### config.mk
export PLATFORM = sky130hd
export DESIGN_NAME = hdc_stream_perf_monitor
export DESIGN_NICKNAME = d
export VERILOG_FILES = /design/src/rtl/hdc_perf_pkg.sv /design/src/rtl/hdc_perf_ts_fifo.sv /design/src/rtl/hdc_stream_perf_monitor.sv
export SDC_FILE = /design/constraint.sdc
export NUM_CORES = 1
export LEC_CHECK = 0
export BUFFER_PORTS_ARGS = -buffer_cell sky130_fd_sc_hd__clkbuf_2
export CAP_MARGIN = 0
export CORE_MARGIN = 2
export CORE_UTILIZATION = 50
export CTS_CLUSTER_SIZE = 40
export DETAILED_ROUTE_END_ITERATION = 10
export GPL_ROUTABILITY_DRIVEN = 0
export PLACE_DENSITY = 0.81
export SETUP_SLACK_MARGIN = 0.3
export SYNTH_ARGS = -nofsm -noshare
export SYNTH_HDL_FRONTEND = slang
export SYNTH_SLANG_ARGS = --single-unit
### constraint.sdc
create_clock -name clk -period 7.1 [get_ports clk]
set_input_delay 1.42 -clock clk [delete_from_list [all_inputs] [get_ports clk]]
set_output_delay 1.42 -clock clk [all_outputs]
set_load 0.02 [all_outputs]
### src/rtl/hdc_perf_pkg.sv
// hdc_perf_pkg: shared helpers for the HDC stream performance monitor.
//  MAX_LABELS  widest label vector the popcount helper accepts
//  MAX_W       widest counter/timestamp the saturating adder accepts
//  sat_add     a + b clamped to lim (a assumed <= lim)
//  popcount    number of set bits in a label-mismatch vector
package hdc_perf_pkg;

  localparam int unsigned MAX_LABELS = 32;
  localparam int unsigned MAX_W      = 64;

  // Clamp instead of wrapping; the comparison form avoids needing a carry bit at MAX_W.
  function automatic logic [MAX_W-1:0] sat_add(input logic [MAX_W-1:0] a,
                                               input logic [MAX_W-1:0] b,
                                               input logic [MAX_W-1:0] lim);
    if (b > (lim - a)) return lim;
    return a + b;
  endfunction

  function automatic logic [MAX_W-1:0] popcount(input logic [MAX_LABELS-1:0] v);
    logic [MAX_W-1:0] n;
    n = '0;
    for (int i = 0; i < int'(MAX_LABELS); i++) n = n + MAX_W'(v[i]);
    return n;
  endfunction

endpackage

### src/rtl/hdc_perf_ts_fifo.sv
// hdc_perf_ts_fifo: DEPTH-entry synchronous FIFO holding timestamped entries.
//  clk, rst       clock, synchronous active-high reset (pointers/count only)
//  push, pop      requests; push while full is accepted only with a same-cycle pop,
//                 pop while empty is ignored
//  wdata          entry to store
//  rdata_c        head entry (combinational read of storage)
//  full_c,empty_c occupancy flags decoded from the count register
//  count          registered occupancy, 0..DEPTH
module hdc_perf_ts_fifo #(
  parameter int unsigned DEPTH = 8,
  parameter int unsigned W     = 34
) (
  input  logic                     clk,
  input  logic                     rst,
  input  logic                     push,
  input  logic                     pop,
  input  logic [W-1:0]             wdata,
  output logic [W-1:0]             rdata_c,
  output logic                     full_c,
  output logic                     empty_c,
  output logic [$clog2(DEPTH):0]   count
);

  localparam int unsigned PW = $clog2(DEPTH);
  localparam int unsigned CW = PW + 1;

  logic [W-1:0]  mem [DEPTH];
  logic [PW-1:0] wr_ptr;
  logic [PW-1:0] rd_ptr;
  logic          push_ok;
  logic          pop_ok;

  assign full_c  = (count == CW'(DEPTH));
  assign empty_c = (count == '0);
  assign rdata_c = mem[rd_ptr];

  // A full FIFO still accepts a push when the head leaves in the same cycle.
  assign pop_ok  = pop & ~empty_c;
  assign push_ok = push & (~full_c | pop_ok);

  // Pointers wrap naturally because DEPTH is a power of two.
  always_ff @(posedge clk) begin
    if (rst) begin
      wr_ptr <= '0;
      rd_ptr <= '0;
      count  <= '0;
    end else begin
      if (push_ok) wr_ptr <= wr_ptr + PW'(1);
      if (pop_ok)  rd_ptr <= rd_ptr + PW'(1);
      case ({push_ok, pop_ok})
        2'b10:   count <= count + CW'(1);
        2'b01:   count <= count - CW'(1);
        default: count <= count;
      endcase
    end
  end

  // Storage is not reset; stale entries are never read because count gates pops.
  always_ff @(posedge clk) begin
    if (push_ok) mem[wr_ptr] <= wdata;
  end

endmodule

### src/rtl/hdc_stream_perf_monitor.sv
// hdc_stream_perf_monitor: passive valid/ready monitor for an HDC classifier.
// Timestamps accepted inputs, pairs outputs with inputs in order, and reports
// stall/idle statistics, latency and label-mismatch statistics. All outputs are
// registered; nothing is driven back onto the snooped handshakes.
//  clk, rst, clear                  clock, sync active-high reset, sync soft clear
//  fin_valid/ready, exp_labels      snooped input handshake + expected labels
//  dout_valid/ready, dout_labels    snooped output handshake + produced labels
//  fin/dout_stall_cnt, _idle_cnt    saturating handshake statistics
//  done_cnt, fail_cnt, fail_mask    completed entries, mismatched bits, sticky mask
//  lat_last, lat_max, lat_total     latency statistics (total saturates)
//  in_flight, overflow, underflow   tracker occupancy and sticky error flags
module hdc_stream_perf_monitor
  import hdc_perf_pkg::*;
#(
  parameter int unsigned NUM_LABELS = 2,
  parameter int unsigned DEPTH      = 8,
  parameter int unsigned CYC_W      = 32,
  parameter int unsigned CNT_W      = 32
) (
  input  logic                    clk,
  input  logic                    rst,
  input  logic                    clear,
  input  logic                    fin_valid,
  input  logic                    fin_ready,
  input  logic [NUM_LABELS-1:0]   exp_labels,
  input  logic                    dout_valid,
  input  logic                    dout_ready,
  input  logic [NUM_LABELS-1:0]   dout_labels,
  output logic [CNT_W-1:0]        fin_stall_cnt,
  output logic [CNT_W-1:0]        fin_idle_cnt,
  output logic [CNT_W-1:0]        dout_stall_cnt,
  output logic [CNT_W-1:0]        dout_idle_cnt,
  output logic [CNT_W-1:0]        done_cnt,
  output logic [CNT_W-1:0]        fail_cnt,
  output logic [NUM_LABELS-1:0]   fail_mask,
  output logic [CYC_W-1:0]        lat_last,
  output logic [CYC_W-1:0]        lat_max,
  output logic [CNT_W-1:0]        lat_total,
  output logic [$clog2(DEPTH):0]  in_flight,
  output logic                    overflow,
  output logic                    underflow
);

  localparam int unsigned EW = CYC_W + NUM_LABELS;
  localparam logic [MAX_W-1:0] CNT_MAX = MAX_W'({CNT_W{1'b1}});

  typedef struct packed {
    logic [CYC_W-1:0]      ts;
    logic [NUM_LABELS-1:0] labels;
  } entry_t;

  function automatic logic [CNT_W-1:0] cnt_add(input logic [CNT_W-1:0] a,
                                               input logic [MAX_W-1:0] b);
    return CNT_W'(sat_add(MAX_W'(a), b, CNT_MAX));
  endfunction

  logic                  sync_rst;
  logic                  fin_hs;
  logic                  dout_hs;
  logic                  full_c;
  logic                  empty_c;
  logic                  pop_valid;
  logic [CYC_W-1:0]      cycle;
  logic [CYC_W-1:0]      lat_c;
  logic [NUM_LABELS-1:0] mm_c;
  entry_t                wr_entry;
  entry_t                rd_entry;
  logic [EW-1:0]         rd_raw;

  assign sync_rst = rst | clear;
  assign fin_hs   = fin_valid & fin_ready;
  assign dout_hs  = dout_valid & dout_ready;

  assign wr_entry  = '{ts: cycle, labels: exp_labels};
  assign rd_entry  = entry_t'(rd_raw);
  // Pops against an empty tracker are flagged only; they never touch the statistics.
  assign pop_valid = dout_hs & ~empty_c;
  assign lat_c     = cycle - rd_entry.ts;
  assign mm_c      = dout_labels ^ rd_entry.labels;

  hdc_perf_ts_fifo #(
    .DEPTH (DEPTH),
    .W     (EW)
  ) u_fifo (
    .clk     (clk),
    .rst     (sync_rst),
    .push    (fin_hs),
    .pop     (dout_hs),
    .wdata   (wr_entry),
    .rdata_c (rd_raw),
    .full_c  (full_c),
    .empty_c (empty_c),
    .count   (in_flight)
  );

  // Cycle counter, handshake statistics and pairing results.
  always_ff @(posedge clk) begin
    if (sync_rst) begin
      cycle          <= '0;
      fin_stall_cnt  <= '0;
      fin_idle_cnt   <= '0;
      dout_stall_cnt <= '0;
      dout_idle_cnt  <= '0;
      done_cnt       <= '0;
      fail_cnt       <= '0;
      fail_mask      <= '0;
      lat_last       <= '0;
      lat_max        <= '0;
      lat_total      <= '0;
      overflow       <= 1'b0;
      underflow      <= 1'b0;
    end else begin
      cycle <= cycle + CYC_W'(1);

      if (fin_valid & ~fin_ready)   fin_stall_cnt  <= cnt_add(fin_stall_cnt, MAX_W'(1));
      if (~fin_valid & fin_ready)   fin_idle_cnt   <= cnt_add(fin_idle_cnt, MAX_W'(1));
      if (dout_valid & ~dout_ready) dout_stall_cnt <= cnt_add(dout_stall_cnt, MAX_W'(1));
      if (~dout_valid & dout_ready) dout_idle_cnt  <= cnt_add(dout_idle_cnt, MAX_W'(1));

      if (pop_valid) begin
        lat_last  <= lat_c;
        if (lat_c > lat_max) lat_max <= lat_c;
        lat_total <= cnt_add(lat_total, MAX_W'(lat_c));
        done_cnt  <= cnt_add(done_cnt, MAX_W'(1));
        fail_cnt  <= cnt_add(fail_cnt, popcount(MAX_LABELS'(mm_c)));
        fail_mask <= fail_mask | mm_c;
      end

      // Full implies non-empty, so a dout handshake always frees a slot here.
      if (fin_hs & full_c & ~dout_hs) overflow  <= 1'b1;
      if (dout_hs & empty_c)          underflow <= 1'b1;
    end
  end

endmodule

# Word level (Yosys, flattened, before mapping)
# Memory sizes are Yosys's and may differ from the RTL's. A register that Yosys moved wholly into a read port is not among the register bits.
# Index checks and enable logic that the tools add are counted.
[word_totals] register_bits=334 ramBits=272 inputBits=11 out_inout_bits=296 wordCells=114 n_memories=1
[classes] add_sub_neg=21 magnitude_cmp=8 n_eq_ne=3 muxes=40 bitwise_logic=22 reduce_logical=3
[mem_list] name="u_fifo.mem" depth=8 word_bits=34 rd=1 rd_ports_with_merged_regs=1 write_ports=1 line="hdc_perf_ts_fifo.sv:27" rtl="logic [W-1:0] mem [DEPTH];"
[ops] operator="$mux W32" n=14
[ops] operator="$gt A1 B64 Y1 const A" n=5
[ops] operator="$sub A32 B32 Y33 const A" n=7
[ops] operator="$add A32 B1 Y32 const B" n=6
[ops] operator="$gt A2 B64 Y1" n=1
[ops] operator="$gt A32 B64 Y1" n=1
[ops] operator="$add A32 B2 Y32" n=1
[ops] operator="$add A32 B32 Y32" n=1
[ops] operator="$gt A32 B32 Y1" n=1
[ops] operator="$sub A32 B32 Y32" n=1
[ops] operator="$mux W1" n=23
[ops] operator="$and A1 B1 Y1" n=11
[ops] operator="$pmux W4 S2" n=1
[ops] operator="$not A1 Y1" n=7
[ops] operator="$add A3 B1 Y3 const B" n=2
[ops] operator="$mux W3" n=2
[ops] operator="$add A4 B1 Y4 const B" n=1
[ops] operator="$eq A4 B4 Y1 const B" n=1
[ops] operator="$logic_not A4 Y1" n=1
[ops] operator="$sub A4 B1 Y4 const B" n=1
[ops] operator="$add A1 B1 Y2" n=1
[ops] operator="$eq A2 B1 Y1 const B" n=1
[ops] operator="$eq A2 B2 Y1 const B" n=1
[ops] operator="$or A1 B1 Y1" n=2
[ops] operator="other kinds (4)" n=4

# Logic depth before layout (Yosys ltp)
[depth] depth_word=7 ltp_mapped=26 mapped_depth_nobuf=22

# By module
# From an unflattened synthesis, not the netlist that was laid out.
[hier_totals] cells_unflattened=2683 area_unflattened_um2=29097.9
[by_module_without_submodules] mod="hdc_stream_perf_monitor" n_inst=1 cells_per_inst=2203 area_each_um2=18037.3 seq_area_each_um2=6486.2
[by_module_without_submodules] mod="hdc_perf_ts_fifo" n_inst=1 cells_per_inst=480 area_each_um2=11060.6 seq_area_each_um2=8428.1

# Worst setup path after synthesis
# No wires, ideal clock.
[synth_timing] path_type="flip-flop to flip-flop" start="reg (tool-made name)" end="reg lat_max[15]" setup_ns=0.128 arrival_ns=6.129 t_required_ns=6.972 setup_slack_ns=0.843 path_stages_with_launch=24 path_buffers=5 synth_period_minus_slack_ns=6.257 path_cell_list="dfxtp_1 > clkbuf_1 > buf_1 > buf_1 > mux4_2 > mux2i_1 > ha_1 > a211oi_1 > nor2_1 > o41ai_2 > o211ai_1 > a211o_1 > a221oi_1 > xnor2_1 > ha_1 > and4_1 > nand2_1 > nor3_1 > o31ai_1 > a21boi_0 > buf_1 > buf_2 > mux2i_1 > nor2_1"
[synth_rtl] item="end signal: assignment" line="hdc_stream_perf_monitor.sv:122" rtl="if (lat_c > lat_max) lat_max <= lat_c;"
[synth_rtl] item="end: declaration" line="hdc_stream_perf_monitor.sv:37" rtl="output logic [CYC_W-1:0] lat_max,"

==> flow_summary.json <==
{
  "synth_top_area_frac": 0.288,
  "finalClockSkew_ps": 16.6,
  "setup_ws_ps": 728,
  "clock-sinks": 609,
  "crit_arrival_ps": 6950,
  "synth_top_area_cell": "edfxtp_1",
  "r2r_cells": 18,
  "hold_path_class": "register to register",
  "core-area_sq_um": 56300,
  "die-height_microns": 242,
  "grt_use_total": 0.245,
  "cts_tree": "done",
  "yosys.cell_count.top_type": "dfxtp_1",
  "dp_worst_setup_slack_ps": 682,
  "port_buffers": 306,
  "ys_ff_latch": 609,
  "wire_per_inst_microns": 20.3,
  "grt_pass1_vias": 21200,
  "r2r_setup_slack_ps": 730,
  "start_util": 0.504,
  "crit_required_ps": 7680,
  "drcViolationCount": 0,
  "clock-root-buffer": "clkbuf_16",
  "cts_made_buffers": 59,
  "max-vdd-ir-drop_uv": 216,
  "async_reset_ff_frac": 0,
  "relSlewSlack": 0.249,
  "synth.distinct_cells": 66,
  "fin_cells": 3652,
  "max_slew.worst_pin.slew_ps": 1120,
  "synth.cell_area_sq_um": 28400,
  "cts.clk_slew.worst_paths_ps": 70,
  "grt_pass1_wl_microns": 117000,
  "vias_per_cell": 5.99,
  "grt_max_degree": 214,
  "synth_ff_type": "dfxtp_1",
  "period_share": 0.897,
  "synth_common_cells": "337 x dfxtp_1, 273 x a21oi_1, 272 x edfxtp_1",
  "htree_levels": 2,
  "cts_max_path_buffers": 3,
  "fin_nets": 2967,
  "min_period_ps": 6370,
  "postCtsHoldBufs": 0,
  "cts-resized-gates": 0,
  "antenna_found_initial": 4,
  "yosysWarnings": 0,
  "p_leak_uw": 0.0118,
  "drv_cap": 0,
  "slew_violations": 0,
  "place_hpwl_microns": 49400,
  "grt_overflow": 0,
  "post_cts_buffers": 0,
  "synth_edf_count": 272,
  "hold_viol": 0,
  "avgSynthCellArea_sq_um": 11.0,
  "clk_latency_ps": 640,
  "cp_max_fo": 54,
  "grt_setup_unrepaired": "no",
  "fmax_mhz": 157,
  "critPathKind": "register to register",
  "final_antenna_net_count": 0,
  "outcome": "completed",
  "first_pass_iters": 6,
  "syn_nets": 2693,
  "drtIter0Drc": 2030,
  "die_w_microns": 242,
  "setup_viol": 0,
  "io_pins": 307,
  "syn_to_final_growth_pct": 15.5,
  "routed_wl_microns": 74000,
  "seq_area_frac_synth": 0.526,
  "hold_start": "lat_last[1]",
  "worstSetupStartpointType": "register",
  "syn-instance-count": 2568,
  "pwr_density_cell_nw_per_um2": 222,
  "placed_cells": 3534,
  "endpoint_kind": "register",
  "hold_path_depth": 2,
  "rows": 87,
  "num_vias": 21900,
  "fin_setup_tns_ps": 0,
  "synthTopCellsByArea": "edfxtp_1 29%, dfxtp_1 24%, mux4_2 5.4%",
  "drive_above_1_share": 0.197,
  "die-area_sq_um": 58600
}
-- sequential cells by signal (all words and copies together) (netlist names), named ones only --
signal          cells
fin_stall_cnt      32
fin_idle_cnt       32
fail_mask           2
dout_stall_cnt     32
done_cnt           32
fail_cnt           32
lat_max            32
u_fifo.mem        272
u_fifo.count        4
u_fifo.wr_ptr       3
cycle              32
overflow            1
underflow           1
u_fifo.rd_ptr       3
lat_total          32
lat_last           32
dout_idle_cnt      32
-- power breakdown --
group	switching (uW)	internal (uW)
logic	178	88.7
registers	13.2	3650
clock network	1430	1910
-- cells by family (layout without fill, tap and decap cells) --
| group | count (synthesis) | in the layout | synth area share |
|---|---|---|---|
| AND/OR/NAND/NOR | 748 | 748 | 0.126 |
| AO/OA/AOI/OAI | 528 | 529 | 0.117 |
| XOR/XNOR | 252 | 252 | 0.0778 |
| buffers and inverters | 188 | 512 | 0.0255 |
| flip-flops | 609 | 609 | 0.526 |
| multiplexers | 129 | 129 | 0.0756 |
| other | 0 | 3 | 0 |
| adder cells (fa/ha/maj) | 114 | 114 | 0.0514 |
-- critical path, stage by stage (launching register included) --
cell	delay (ps)
dfxtp_4	540
buf_12	420
mux4_2	570
mux2i_1	300
ha_1	360
nor2_1	80
o21bai_1	170
o41ai_2	130
o211ai_1	410
a21oi_1	190
a211oi_1	320
xor2_1	540
ha_1	330
nand4_1	180
nor4_1	420
a21oi_1	150
a21oi_2	590
buf_4	350
o221a_2	220
-- layer usage --
layer	up-vias	part of all wire	wire, microns	global-route usage
li1	9969	-	-	-
met1	10600	0.40	29600	0.315
met2	1074	0.48	35500	0.408
met3	214	0.076	5650	0.0368
met4	2	0.044	3260	0.112
met5	-	0.000095	7	0
-- final timing paths --
kind | to
max reg2reg | lat_total[6]
max | lat_total[6]
min | lat_last[1]
min reg2reg | lat_last[1]
-- final cells by class --
| cell class | count | area [sq um] |
|---|---|---|
| Antenna cell | 3 | 7.51 |
| Clock buffer | 69 | 1550 |
| Clock inverter | 43 | 528 |
| Fill cell | 4337 | 23500 |
| Inverter | 71 | 267 |
| Multi-Input combinational cell | 1772 | 12800 |
| Sequential cell | 609 | 14900 |
| Tap cell | 756 | 946 |
| Timing Repair Buffer | 329 | 1730 |
-- metrics by stage --
step | utilization | hold WS [ps] | area [sq um] | power (uW)
6_report | 0.582 | 454 | 32700 | 7270
5_1_grt | 0.582 | 484 | 32700 | 7470
4_1_cts | 0.581 | 457 | 32700 | 7310
3_5_place_dp | 0.544 | 448 | 30600 | 4000
3_3_place_gp | 0.544 | 443 | 30600 | 3990
2_1_floorplan | - | 454 | 28400 | 3920
-- cell usage in the layout (no fill, tap or decap), types with 21 or more instances in the layout --
| cell type | instances |
|---|---|
| a21o_1 | 56 |
| nor3_1 | 45 |
| edfxtp_1 | 272 |
| o21ai_0 | 55 |
| clkbuf_16 | 60 |
| xnor2_1 | 103 |
| dfxtp_1 | 334 |
| inv_1 | 71 |
| mux4_2 | 68 |
| nand2_1 | 198 |
| nand3_1 | 97 |
| xor2_1 | 149 |
| mux2i_1 | 60 |
| o221a_2 | 32 |
| clkbuf_2 | 306 |
| ha_1 | 110 |
| and3_1 | 47 |
| nand4_1 | 57 |
| buf_4 | 21 |
| nor2_1 | 196 |
| a21oi_1 | 272 |
(Power assumes the default switching activity.)
